==> src/rtl/adc_channel_sequencer.sv <==
// adc_channel_sequencer: per-frame sweep of enabled mux channels, each settled, converted and
// emitted as one DONE word so the downstream FIFO can pack one frame per sweep.
module adc_channel_sequencer #(
  parameter int unsigned TIMEOUT_CYC  = 255,
  parameter logic [15:0] TIMEOUT_CODE = 16'h8000
) (
  input  logic        SAMPLE_CLK,
  input  logic        NRST_sync,
  input  logic        ENSAMP_sync,
  input  logic [7:0]  CHEN,
  input  logic [3:0]  SETTLE_CYC,
  input  logic [15:0] FRAME_PERIOD,
  input  logic [15:0] ADC_DOUT,
  input  logic        ADC_EOC,
  output logic        ADC_START,
  output logic [7:0]  ATMCHSEL,
  output logic [15:0] RESULT,
  output logic        DONE,
  output logic        LASTWORD,
  output logic        FRAME_MISS,
  output logic        SEQ_TIMEOUT
);
  typedef enum logic [2:0] {IDLE, SETTLE, START, WAIT_EOC, EMIT} state_t;
  localparam logic [15:0] TO_LAST = 16'(TIMEOUT_CYC - 1);
  state_t      state;
  logic [15:0] frame_cnt, to_cnt;
  logic [7:0]  mask_q, above, next_ch, first_ch;
  logic [3:0]  settle_cnt;
  logic        frame_tick;
  always_comb begin
    frame_tick = ENSAMP_sync && frame_cnt == '0;
    above      = mask_q & ~(ATMCHSEL | (ATMCHSEL - 8'd1));
    next_ch    = above & (~above + 8'd1);
    first_ch   = CHEN & (~CHEN + 8'd1);
  end
  always_ff @(posedge SAMPLE_CLK or negedge NRST_sync)
    if (!NRST_sync) frame_cnt <= '0;
    else if (!ENSAMP_sync || {1'b0, frame_cnt} + 17'd1 >= {1'b0, FRAME_PERIOD}) frame_cnt <= '0;
    else frame_cnt <= frame_cnt + 16'd1;
  always_ff @(posedge SAMPLE_CLK or negedge NRST_sync)
    if (!NRST_sync) begin
      state       <= IDLE;
      mask_q      <= '0;
      settle_cnt  <= '0;
      to_cnt      <= '0;
      ATMCHSEL    <= '0;
      RESULT      <= '0;
      ADC_START   <= 1'b0;
      DONE        <= 1'b0;
      LASTWORD    <= 1'b0;
      FRAME_MISS  <= 1'b0;
      SEQ_TIMEOUT <= 1'b0;
    end else if (!ENSAMP_sync) begin
      state       <= IDLE;
      mask_q      <= '0;
      settle_cnt  <= '0;
      to_cnt      <= '0;
      ATMCHSEL    <= '0;
      ADC_START   <= 1'b0;
      DONE        <= 1'b0;
      LASTWORD    <= 1'b0;
      FRAME_MISS  <= 1'b0;
      SEQ_TIMEOUT <= 1'b0;
    end else begin
      ADC_START  <= 1'b0;
      DONE       <= 1'b0;
      LASTWORD   <= 1'b0;
      FRAME_MISS <= frame_tick && state != IDLE;
      case (state)
        IDLE:
          if (frame_tick && CHEN != '0) begin
            mask_q     <= CHEN;
            ATMCHSEL   <= first_ch;
            settle_cnt <= SETTLE_CYC;
            state      <= SETTLE_CYC == '0 ? START : SETTLE;
            ADC_START  <= SETTLE_CYC == '0;
          end
        SETTLE: begin
          settle_cnt <= settle_cnt - 4'd1;
          if (settle_cnt <= 4'd1) begin
            state     <= START;
            ADC_START <= 1'b1;
          end
        end
        START: begin
          to_cnt <= '0;
          state  <= WAIT_EOC;
        end
        WAIT_EOC:
          if (ADC_EOC || to_cnt == TO_LAST) begin
            RESULT      <= ADC_EOC ? ADC_DOUT : TIMEOUT_CODE;
            SEQ_TIMEOUT <= SEQ_TIMEOUT | ~ADC_EOC;
            DONE        <= 1'b1;
            LASTWORD    <= above == '0;
            state       <= EMIT;
          end else to_cnt <= to_cnt + 16'd1;
        EMIT:
          if (above == '0) begin
            ATMCHSEL <= '0;
            state    <= IDLE;
          end else begin
            ATMCHSEL   <= next_ch;
            settle_cnt <= SETTLE_CYC;
            state      <= SETTLE_CYC == '0 ? START : SETTLE;
            ADC_START  <= SETTLE_CYC == '0;
          end
        default: state <= IDLE;
      endcase
    end
endmodule
==> config.mk <==
export PLATFORM = sky130hd
export DESIGN_NAME = adc_channel_sequencer
export DESIGN_NICKNAME = d
export VERILOG_FILES = /design/src/rtl/adc_channel_sequencer.sv
export SDC_FILE = /design/constraint.sdc
export NUM_CORES = 1
export LEC_CHECK = 0
export ABC_AREA = 1
export BUFFER_PORTS_ARGS = -buffer_cell sky130_fd_sc_hd__buf_2
export CORE_ASPECT_RATIO = 2
export CORE_MARGIN = 1
export CORE_UTILIZATION = 50
export CTS_CLUSTER_SIZE = 14
export DETAILED_ROUTE_END_ITERATION = 6
export MAX_ROUTING_LAYER = met4
export PLACE_DENSITY_LB_ADDON = 0.15
export SYNTH_ARGS = -nofsm -noshare
export SYNTH_HDL_FRONTEND = slang
export SYNTH_SLANG_ARGS = --single-unit
==> constraint.sdc <==
create_clock -name SAMPLE_CLK -period 2.45 [get_ports SAMPLE_CLK]
set_input_delay 0.735 -clock SAMPLE_CLK [delete_from_list [all_inputs] [get_ports SAMPLE_CLK]]
set_output_delay 0.735 -clock SAMPLE_CLK [all_outputs]
set_load 0.05 [all_outputs]
==> results of run 1 <==
[layout make-up]
| type | instances | area (um2) | area share [%] |
|---|---|---|---|
| multi-input cells | 452 | 2480 | 42.1 |
| flip-flops and latches | 75 | 1880 | 31.8 |
| repair buffers | 112 | 699 | 11.9 |
| inverters | 103 | 387 | 6.56 |
| clock buffers | 10 | 239 | 4.05 |
| well taps | 102 | 128 | 2.17 |
| clock inverters | 6 | 86.3 | 1.46 |
[metrics by stage]
step | hold WS [ns] | util (%) | power, mW
after floorplan | 0.439 | - | 2.68
after global placement | 0.450 | 59.5 | 3.05
after detailed placement | 0.454 | 59.5 | 3.08
after CTS | 0.313 | 63.5 | 4.53
after global routing | 0.331 | 65.4 | 4.75
final | 0.303 | 65.4 | 4.52
[logic make-up after synthesis]
logic type / after synthesis / share of synthesized area, %
buffers and inverters: 116 / 9.94
adders and majority gates: 22 / 5.88
AOI/OAI and AO/OA: 76 / 9.00
xor gates and xnor gates: 16 / 2.99
and+or+nand+nor: 338 / 32.1
DFF: 75 / 40.1
[synth_stat cells (all sizes together)]
library cell / number
a21o: 1
a21oi: 17
a32oi: 1
and3: 1
buf: 9
clkbuf: 4
dfrtp: 75
ha: 22
inv: 103
nand2: 165
nand3: 53
nand4: 16
nor2: 80
nor3: 20
nor4: 1
o211ai: 1
o21a: 3
o21ai: 48
o21bai: 1
o31ai: 3
o41ai: 1
or2: 2
xnor2: 1
xor2: 15
[worst max path at each step]
stage / from / endpoint
2_1_floorplan: frame_cnt[0]$_DFF_PN0_ / frame_cnt[11]$_DFF_PN0_
3_3_place_gp: frame_cnt[0]$_DFF_PN0_ / frame_cnt[2]$_DFF_PN0_
3_5_place_dp: frame_cnt[0]$_DFF_PN0_ / frame_cnt[0]$_DFF_PN0_
4_1_cts: frame_cnt[0]$_DFF_PN0_ / frame_cnt[1]$_DFF_PN0_
5_1_grt: frame_cnt[0]$_DFF_PN0_ / frame_cnt[15]$_DFF_PN0_
6_report: frame_cnt[0]$_DFF_PN0_ / frame_cnt[15]$_DFF_PN0_
[layer usage]
layer  vias to the layer above  part of all wire, %
li1                       2262                    -
met1                      2105                   36
met2                        78                   59
met3                        26                  2.2
met4                         0                  2.8
met5                         -                    0
[flip-flops by register name (all words and copies together), names as in the netlist, 3 cells and up]
register,cells
ATMCHSEL,8
RESULT,16
frame_cnt,16
mask_q,7
settle_cnt,4
state,3
to_cnt,16
[critical path: stages (launching register included)]
cell and delay [ns]:
sky130_fd_sc_hd__dfrtp_1 0.37, sky130_fd_sc_hd__ha_2 0.19, sky130_fd_sc_hd__nand4_1 0.19, sky130_fd_sc_hd__nor2_4 0.23
sky130_fd_sc_hd__nand2_4 0.09, sky130_fd_sc_hd__buf_6 0.13, sky130_fd_sc_hd__nand2_4 0.06, sky130_fd_sc_hd__inv_2 0.04
sky130_fd_sc_hd__ha_4 0.27, sky130_fd_sc_hd__nand2_2 0.05, sky130_fd_sc_hd__nor2_2 0.15, sky130_fd_sc_hd__nand3_1 0.11
sky130_fd_sc_hd__nand3_1 0.11, sky130_fd_sc_hd__nand2_1 0.06, sky130_fd_sc_hd__nand2_1 0.06, sky130_fd_sc_hd__nand2_1 0.05
sky130_fd_sc_hd__nand2_1 0.05, sky130_fd_sc_hd__nand2_1 0.06, sky130_fd_sc_hd__nand2_2 0.13, sky130_fd_sc_hd__clkbuf_16 0.18
sky130_fd_sc_hd__nor2_1 0.04
[power by group through the flow]
stage	Clock (mW)	Combinational, mW	Sequential [mW]
CTS	1.46	1.50	1.57
global route	1.50	1.65	1.59
finish	1.45	1.50	1.57
floorplan	0	0.687	2.00
global placement	0	1.47	1.58
detailed placement	0	1.49	1.58
[timing repair]
| item | CTS | global route |
|---|---|---|
| setup buffers | 2 | 4 |
| gates cloned | 0 | 1 |
| resized for setup | 7 | 29 |
| pin swaps | 8 | 13 |
| endpoints found under the setup margin | 16 | 16 |
==> flow_summary.json, run 1 <==
{
  "gr-usage-met3_pct": 3.27,
  "io_pins": 77,
  "crit_path_end_kind": "flip-flop",
  "timing.final.hold_violations": 0,
  "io_buffer_count": 76,
  "power_report.internal_total_mw": 2.77,
  "clock-root-buffer": "sky130_fd_sc_hd__clkbuf_16",
  "power_frac_comb_pct": 33.3,
  "initialDrtViolationCount": 208,
  "grt_antenna_before_repair": 0,
  "r2r.worst_path.cells": 20,
  "cts_hold_repair.buffers": 0,
  "chipWidth_um": 70.4,
  "final_net_count": 823,
  "place.detailed.instances": 837,
  "vias": 4471,
  "synthesis.nets": 713,
  "r2r-end": "frame_cnt[15]$_DFF_PN0_",
  "drc": 0,
  "diodes": 0,
  "r2r-start": "frame_cnt[0]$_DFF_PN0_",
  "drtPass1Iterations": 5,
  "worst-slew-pin-transition_ns": 0.437,
  "instance_count_of_the_mapped_netlist": 643,
  "post-route-worst-setup-slack_ns": -0.279,
  "final_layout_size_suffix_gt1_share_pct": 24.0,
  "grt_use_met1_pct": 25.0,
  "mostFrequentLayoutCell": "sky130_fd_sc_hd__nand2_1",
  "synth-seq-area-share_pct": 40.1,
  "timing_worst_setup_path_type": "flip-flop to flip-flop",
  "reg2reg_setup_slack_ns": -0.28,
  "finalClockSkew_ns": 0.00767,
  "total_clock_buffers_created_by_cts": 9,
  "synth_warnings": 0,
  "fillers": 777,
  "violations": "negative setup slack",
  "crit_path_max_fanout": 8,
  "place.gp.congestion": 0.902,
  "slew-limit-headroom_pct": 70.6,
  "wl_per_cell_um": 13.8,
  "synthesis.area_per_instance_um2": 7.29,
  "clock_sinks": 75,
  "via_per_inst": 5.20,
  "grt_pass1_vias": 4442,
  "timing.fmax_mhz": 366,
  "hp-class": "input pin to asynchronous set/reset pin",
  "power_density_nw_per_um2": 767,
  "gr-max-usage-layer": "met2",
  "most-common-layout-cells": "156 x sky130_fd_sc_hd__nand2_1, 93 x sky130_fd_sc_hd__inv_1, 75 x sky130_fd_sc_hd__dfrtp_1, 75 x sky130_fd_sc_hd__buf_2, 61 x sky130_fd_sc_hd__nor2_1",
  "drt_wl_total_um": 11900,
  "coreArea_um2": 9010,
  "worst_ir_drop_vdd_mv": 0.702,
  "timing.final.max_slew_violations": 0,
  "grt_remaining_overflow": 0,
  "switching_power_mw": 1.75,
  "power_frac_clock_pct": 32.0,
  "finalInstanceArea_um2": 5890,
  "die_h_um": 139,
  "cp-start-kind": "flip-flop",
  "timing.critical_path.required_ns": 2.68,
  "first_pass_grt_wire_length_um": 19700,
  "max-clock-path-buffers": 2,
  "finalCriticalPeriod_ns": 2.73,
  "grt_max_degree": 51,
  "final-setup-viol-count": 16,
  "yosysUniqueCellTypes": 40,
  "place_hpwl_um": 9000,
  "power_leakage_nw": 3.17,
  "total_track_usage_pct": 25.9,
  "synth.cell_area_um2": 4680,
  "cts-htree-levels": 3,
  "maxCapViolations": 0,
  "layout-area-overhead-vs-synth_pct": 25.8,
  "rsz0062_at_grt": "true",
  "post_layout_nonfiller_instances": 860,
  "drt.antenna.violating_nets": 0,
  "skew_pair_late_insertion_delay_ns": 0.34,
  "start_util_pct": 52.0,
  "placement.cell_area_um2": 5360,
  "die_area_um2": 9780,
  "sw_ratio_pct": 38.7,
  "synth_top_area_share_pct": 40.1,
  "top_post_synthesis_cells_by_area": "sky130_fd_sc_hd__dfrtp_1 40%, sky130_fd_sc_hd__nand2_1 13%, sky130_fd_sc_hd__inv_1 7.6%, sky130_fd_sc_hd__ha_1 5.9%, sky130_fd_sc_hd__nor2_1 5.8%",
  "cts_tree": "done",
  "cp_data_arrival_time_ns": 2.96,
  "cts.reportedPaths.clkPinSlew_ns": 0.06,
  "totalNegativeSetupSlack_ns": -4.32,
  "synth.largest_area_cell": "sky130_fd_sc_hd__dfrtp_1",
  "dp_worst_slack_ns": -0.297,
  "use_met2_pct": 50.0,
  "outcome": "complete, but fails checks",
  "yosys_register_bits": 75,
  "floorplan.rows": 49,
  "ratio_of_final_minimum_period_to_clock_period_pct": 111,
  "power.sequential.fraction_pct": 34.7
}
(Power assumes the default switching activity.)
==> run 2: changes to the inputs <==
--- a/config.mk
+++ b/config.mk
@@ -7,13 +7,16 @@
 export LEC_CHECK = 0
 export ABC_AREA = 1
 export BUFFER_PORTS_ARGS = -buffer_cell sky130_fd_sc_hd__buf_2
+export CELL_PAD_IN_SITES_DETAIL_PLACEMENT = 2
+export CELL_PAD_IN_SITES_GLOBAL_PLACEMENT = 2
 export CORE_ASPECT_RATIO = 2
 export CORE_MARGIN = 1
-export CORE_UTILIZATION = 50
+export CORE_UTILIZATION = 29
 export CTS_CLUSTER_SIZE = 14
 export DETAILED_ROUTE_END_ITERATION = 6
 export MAX_ROUTING_LAYER = met4
 export PLACE_DENSITY_LB_ADDON = 0.15
+export SKIP_CTS_REPAIR_TIMING = 1
 export SYNTH_ARGS = -nofsm -noshare
 export SYNTH_HDL_FRONTEND = slang
 export SYNTH_SLANG_ARGS = --single-unit
==> flow_summary.json, run 2 (synthesized netlist as in run 1, its figures left out) <==
{
  "timing.final.max_slew_violations": 0,
  "timing.final.hold_violations": 0,
  "r2r-start": "frame_cnt[0]$_DFF_PN0_",
  "wl_per_cell_um": 17.5,
  "slew-limit-headroom_pct": 68.0,
  "skew_pair_late_insertion_delay_ns": 0.35,
  "cp-start-kind": "flip-flop",
  "io_buffer_count": 76,
  "cell_chain_critical_path": "ha_2 -> nand4_1 -> nor2_2 -> nand2_2 -> nor2_2 -> xor2_1 -> ha_1 -> a21o_1 -> nor2_1 -> nand3_1 -> nand2_1 -> nand2_1 -> nand2_1 -> nand2_2 -> nand2_4 -> nand2_8 -> nor2_4",
  "grt_remaining_overflow": 0,
  "power_density_nw_per_um2": 733,
  "cts.reportedPaths.clkPinSlew_ns": 0.06,
  "r2r-end": "frame_cnt[3]$_DFF_PN0_",
  "cts_tree": "done",
  "clock_sinks": 75,
  "worst-slew-pin-transition_ns": 0.481,
  "timing_worst_setup_path_type": "flip-flop to flip-flop",
  "outcome": "complete, but fails checks",
  "worst_path_largest_cell_delay_ns": 0.37,
  "fillers": 1897,
  "drtPass1Iterations": 4,
  "io_pins": 77,
  "cts-htree-levels": 3,
  "critical-path-top-delay-family": "simple AND/OR/NAND/NOR gates",
  "hp-class": "input pin to asynchronous set/reset pin",
  "coreArea_um2": 15800,
  "die_h_um": 182,
  "floorplan.rows": 65,
  "total_clock_buffers_created_by_cts": 9,
  "cp.buffers_inverters": 0,
  "diodes": 0,
  "totalPowerFinal_mw": 4.45,
  "register_area_um2": 1880,
  "place.detailed.instances": 945,
  "drt_wl_total_um": 16900,
  "mostFrequentLayoutCell": "sky130_fd_sc_hd__nand2_1",
  "clock-root-buffer": "sky130_fd_sc_hd__clkbuf_16",
  "chipWidth_um": 91.9,
  "cp_data_arrival_time_ns": 3.06,
  "r2r.worst_path.cells": 17,
  "max-clock-path-buffers": 2,
  "start_util_pct": 29.7,
  "maxCapViolations": 0,
  "final_layout_size_suffix_gt1_share_pct": 25.5,
  "drc": 0,
  "finalCriticalPeriod_ns": 2.79,
  "grt_antenna_before_repair": 0,
  "place.gp.congestion": 0.908,
  "grt_max_degree": 44,
  "timing.fmax_mhz": 359,
  "grt_pass1_vias": 5345,
  "initialDrtViolationCount": 105,
  "most-common-layout-cells": "156 x sky130_fd_sc_hd__nand2_1, 92 x sky130_fd_sc_hd__inv_1, 75 x sky130_fd_sc_hd__dfrtp_1, 75 x sky130_fd_sc_hd__buf_2, 59 x sky130_fd_sc_hd__nor2_1",
  "critical_path_cell_count": 17,
  "final-setup-viol-count": 16,
  "post_layout_nonfiller_instances": 963,
  "total_track_usage_pct": 21.2,
  "die_area_um2": 16700,
  "critPathMostFrequentCell": "sky130_fd_sc_hd__nand2_1",
  "crit_path_end_kind": "flip-flop",
  "multiInputGateArea_um2": 2570,
  "drt.antenna.violating_nets": 0,
  "vias": 4703,
  "layout-area-overhead-vs-synth_pct": 29.6,
  "worst_ir_drop_vdd_mv": 0.314,
  "timing.critical_path.required_ns": 2.72,
  "via_per_inst": 4.88,
  "power_leakage_nw": 3.17,
  "final_net_count": 829,
  "place_hpwl_um": 13100,
  "post-route-worst-setup-slack_ns": -0.339,
  "reg_top3": "RESULT (16), frame_cnt (16), to_cnt (16)",
  "ratio_of_final_minimum_period_to_clock_period_pct": 114,
  "rsz0062_at_grt": "true",
  "first_pass_grt_wire_length_um": 26600,
  "finalClockSkew_ns": 0.0120,
  "crit_path_max_fanout": 8,
  "crit_path_top_delay_cell": "sky130_fd_sc_hd__dfrtp_1",
  "reg2reg_setup_slack_ns": -0.34,
  "violations": "negative setup slack",
  "hold_ws_ns": 0.348
}
==> run 2: changes by cell type in the layout (fill, tap and decap cells not counted), moves of 2 or more <==
cell                        previous run  this run
sky130_fd_sc_hd__nor3_1               17        15
sky130_fd_sc_hd__xor2_2                1         3
sky130_fd_sc_hd__nor2_4                7        12
sky130_fd_sc_hd__buf_4                33        39
sky130_fd_sc_hd__nor2_2               11         8
sky130_fd_sc_hd__nand2_8               1         3
sky130_fd_sc_hd__nor2_1               61        59
sky130_fd_sc_hd__xor2_1               14        12
sky130_fd_sc_hd__bufinv_16             2         0
==> run 2: layout make-up <==
cell class / count / area share [%]
inverter: 103 / 6.37
sequential: 75 / 30.9
timing repair buffer: 117 / 11.8
tap: 201 / 4.14
multi-input combinational: 453 / 42.3
clock buffer: 12 / 4.22
clock inverter: 2 / 0.206
==> run 2: per-layer routing <==
layer,vias up,part of all wire [%],global-route usage [%]
met5,-,0,-
met4,0,1.7,7.00
met3,15,1.6,2.60
met2,47,63,44.0
met1,2368,33,18.6
li1,2273,-,-
==> run 2: report_power, final <==
group | switching (mW) | total (mW) | internal (mW)
clock network | 0.531 | 1.26 | 0.729
logic | 1.17 | 1.61 | 0.444
registers | 0.149 | 1.58 | 1.43
total | 1.85 | 4.45 | 2.60
==> run 2: stage by stage <==
| step | cell area, um2 | utilization [%] | setup slack (ns) | TNS (ns) |
|---|---|---|---|---|
| 3_5_place_dp | 5550 | 35.2 | -0.454 | -6.69 |
| 6_report | 6070 | 38.5 | -0.339 | -5.06 |
| 2_1_floorplan | 4690 | - | 0.00669 | 0 |
| 3_3_place_gp | 5550 | 35.2 | -0.216 | -3.38 |
| 5_1_grt | 6070 | 38.5 | -0.558 | -8.46 |
| 4_1_cts | 5820 | 36.9 | -0.483 | -7.20 |
==> run 2: worst max path at each step <==
stage / from / endpoint / slack [ns]
global route: frame_cnt[0]$_DFF_PN0_ / frame_cnt[3]$_DFF_PN0_ / -0.56
global placement: frame_cnt[0]$_DFF_PN0_ / frame_cnt[15]$_DFF_PN0_ / -0.22
detailed placement: frame_cnt[0]$_DFF_PN0_ / frame_cnt[9]$_DFF_PN0_ / -0.45
finish: frame_cnt[0]$_DFF_PN0_ / frame_cnt[3]$_DFF_PN0_ / -0.34
floorplan: frame_cnt[0]$_DFF_PN0_ / frame_cnt[11]$_DFF_PN0_ / 0.007
CTS: frame_cnt[0]$_DFF_PN0_ / frame_cnt[9]$_DFF_PN0_ / -0.48
==> run 3: changes to the inputs <==
--- a/config.mk
+++ b/config.mk
@@ -6,16 +6,17 @@
 export NUM_CORES = 1
 export LEC_CHECK = 0
 export ABC_AREA = 1
+export ABC_CLOCK_PERIOD_IN_PS = 2450
 export BUFFER_PORTS_ARGS = -buffer_cell sky130_fd_sc_hd__buf_2
 export CELL_PAD_IN_SITES_DETAIL_PLACEMENT = 2
 export CELL_PAD_IN_SITES_GLOBAL_PLACEMENT = 2
 export CORE_ASPECT_RATIO = 2
-export CORE_MARGIN = 1
+export CORE_MARGIN = 2
 export CORE_UTILIZATION = 29
 export CTS_CLUSTER_SIZE = 14
 export DETAILED_ROUTE_END_ITERATION = 6
 export MAX_ROUTING_LAYER = met4
-export PLACE_DENSITY_LB_ADDON = 0.15
+export PLACE_DENSITY_LB_ADDON = 0.08
 export SKIP_CTS_REPAIR_TIMING = 1
 export SYNTH_ARGS = -nofsm -noshare
 export SYNTH_HDL_FRONTEND = slang
==> flow_summary.json, run 3 (synthesized netlist as in run 1, its figures left out) <==
{
  "outcome": "complete, but fails checks",
  "violations": "negative setup slack",
  "io_buffer_count": 76,
  "crit_path_end_kind": "flip-flop",
  "post_layout_nonfiller_instances": 962,
  "cp.buffers_inverters": 1,
  "coreArea_um2": 15800,
  "total_track_usage_pct": 21.3,
  "final_layout_size_suffix_gt1_share_pct": 25.6,
  "maxCapViolations": 0,
  "finalClockSkew_ns": 0.0115,
  "most-common-layout-cells": "157 x sky130_fd_sc_hd__nand2_1, 93 x sky130_fd_sc_hd__inv_1, 75 x sky130_fd_sc_hd__dfrtp_1, 75 x sky130_fd_sc_hd__buf_2, 57 x sky130_fd_sc_hd__nor2_1",
  "worst-slew-pin-transition_ns": 0.465,
  "reg_top3": "RESULT (16), frame_cnt (16), to_cnt (16)",
  "cts_tree": "done",
  "mostFrequentLayoutCell": "sky130_fd_sc_hd__nand2_1",
  "start_util_pct": 29.7,
  "totalNegativeSetupSlack_ns": -5.10,
  "wl_per_cell_um": 17.9,
  "dp_worst_slack_ns": -0.393,
  "grt_remaining_overflow": 0,
  "first_pass_grt_wire_length_um": 27300,
  "finalInstanceArea_um2": 6080,
  "power_leakage_nw": 3.19,
  "via_per_inst": 4.87,
  "final-setup-viol-count": 16,
  "grt_max_degree": 45,
  "final_net_count": 827,
  "io_pins": 77,
  "critPathMostFrequentCell": "sky130_fd_sc_hd__nand2_1",
  "worst_ir_drop_vdd_mv": 0.308,
  "total_clock_buffers_created_by_cts": 9,
  "timing.final.hold_violations": 0,
  "post-route-worst-setup-slack_ns": -0.351,
  "place.detailed.instances": 941,
  "place_hpwl_um": 13500,
  "finalCriticalPeriod_ns": 2.80,
  "max-clock-path-buffers": 2,
  "placement.cell_area_um2": 5540,
  "timing.fmax_mhz": 357,
  "cp_data_arrival_time_ns": 3.07,
  "ratio_of_final_minimum_period_to_clock_period_pct": 114,
  "initialDrtViolationCount": 103,
  "drt.antenna.violating_nets": 0,
  "die_area_um2": 17200,
  "grt_pass1_vias": 5478,
  "grt_antenna_before_repair": 0,
  "drt_wl_total_um": 17200,
  "critical-path-top-delay-family": "simple AND/OR/NAND/NOR gates",
  "timing_worst_setup_path_type": "flip-flop to flip-flop",
  "floorplan.rows": 65,
  "skew_pair_late_insertion_delay_ns": 0.35,
  "diodes": 0,
  "die_h_um": 184,
  "power_density_nw_per_um2": 732,
  "drc": 0,
  "chipWidth_um": 93.9,
  "crit_path_top_delay_cell": "sky130_fd_sc_hd__dfrtp_1",
  "place.gp.congestion": 0.916,
  "worst_path_largest_cell_delay_ns": 0.37,
  "slew-limit-headroom_pct": 69.0,
  "vias": 4689,
  "clock-root-buffer": "sky130_fd_sc_hd__clkbuf_16",
  "clock_sinks": 75,
  "layout-area-overhead-vs-synth_pct": 29.9,
  "cell_chain_critical_path": "ha_2 -> nand4_1 -> nor2_2 -> nand2_2 -> nor2_2 -> xor2_1 -> ha_1 -> a21o_1 -> nor2_2 -> nand3_2 -> nand2_1 -> nand2_1 -> nand2_1 -> nand2_1 -> nand2_2 -> nand2_4 -> clkbuf_16 -> nor2_1",
  "cts-htree-levels": 3,
  "drtPass1Iterations": 4,
  "cts.reportedPaths.clkPinSlew_ns": 0.06,
  "cp-start-kind": "flip-flop",
  "hp-class": "input pin to asynchronous set/reset pin",
  "crit_path_max_fanout": 8,
  "totalPowerFinal_mw": 4.45,
  "rsz0062_at_grt": "true",
  "timing.final.max_slew_violations": 0,
  "timing.critical_path.required_ns": 2.72
}
run 3: cell types whose count changed in the layout (fill, tap and decap cells not counted), moves of 2 or more:
cell	change
sky130_fd_sc_hd__nor2_4	-3
sky130_fd_sc_hd__nor2_1	-2
sky130_fd_sc_hd__nor2_2	+5
sky130_fd_sc_hd__clkinv_4	+2
sky130_fd_sc_hd__nand2_8	-2
sky130_fd_sc_hd__buf_4	-2
run 3: area by class of cell:
class | count | area [um2]
fill | 1924 | 9690
clock buffer | 11 | 243
clock inverter | 4 | 27.5
inverter | 103 | 387
tap | 201 | 251
timing repair buffer | 116 | 738
multi-input combinational | 452 | 2560
sequential | 75 | 1880
run 3: report_power, final:
group | total [mW] | switching (mW) | internal [mW]
Sequential | 1.58 | 0.152 | 1.43
Combinational | 1.62 | 1.17 | 0.446
Clock | 1.26 | 0.548 | 0.709
run 3: path summary, 6_finish.rpt:
path	startpoint	end	slack [ns]	cells after the start
worst max-delay path	frame_cnt[0]$_DFF_PN0_	frame_cnt[13]$_DFF_PN0_	-0.35	18
worst min-delay path	NRST_sync	ATMCHSEL[4]$_DFFE_PN0P_	0.33	1
worst max register to register	frame_cnt[0]$_DFF_PN0_	frame_cnt[13]$_DFF_PN0_	-0.35	18
worst min register to register	RESULT[11]$_DFFE_PN0P_	RESULT[11]$_DFFE_PN0P_	0.47	2
max in group asynchronous	NRST_sync	RESULT[15]$_DFFE_PN0P_	1.49	2
min in group SAMPLE_CLK	RESULT[11]$_DFFE_PN0P_	RESULT[11]$_DFFE_PN0P_	0.47	2
run 3: worst reg2reg max path, delay by kind of cell (launching register included):
kind / cells / cell delay [ns]
compound gates: 1 / 0.17
fa+ha+maj: 2 / 0.48
buf+inv: 1 / 0.17
flops: 1 / 0.37
simple gates: 13 / 1.31
xor+xnor: 1 / 0.24
run 3: layer usage:
layer	part of all wire, %	wire (um)	vias to the layer above	track usage, %
met2	63	10800	49	43.9
met4	3.0	508	0	6.55
li1	-	-	2266	-
met3	1.6	267	27	2.50
met1	33	5660	2347	19.1
met5	0	0	-	-
run 3: through the flow:
stage | utilization (%) | hold WS [ns]
after CTS | 36.8 | 0.352
after global routing | 38.6 | 0.365
after detailed placement | 35.1 | 0.458
final | 38.6 | 0.335
after floorplan | - | 0.439
after global placement | 35.1 | 0.449
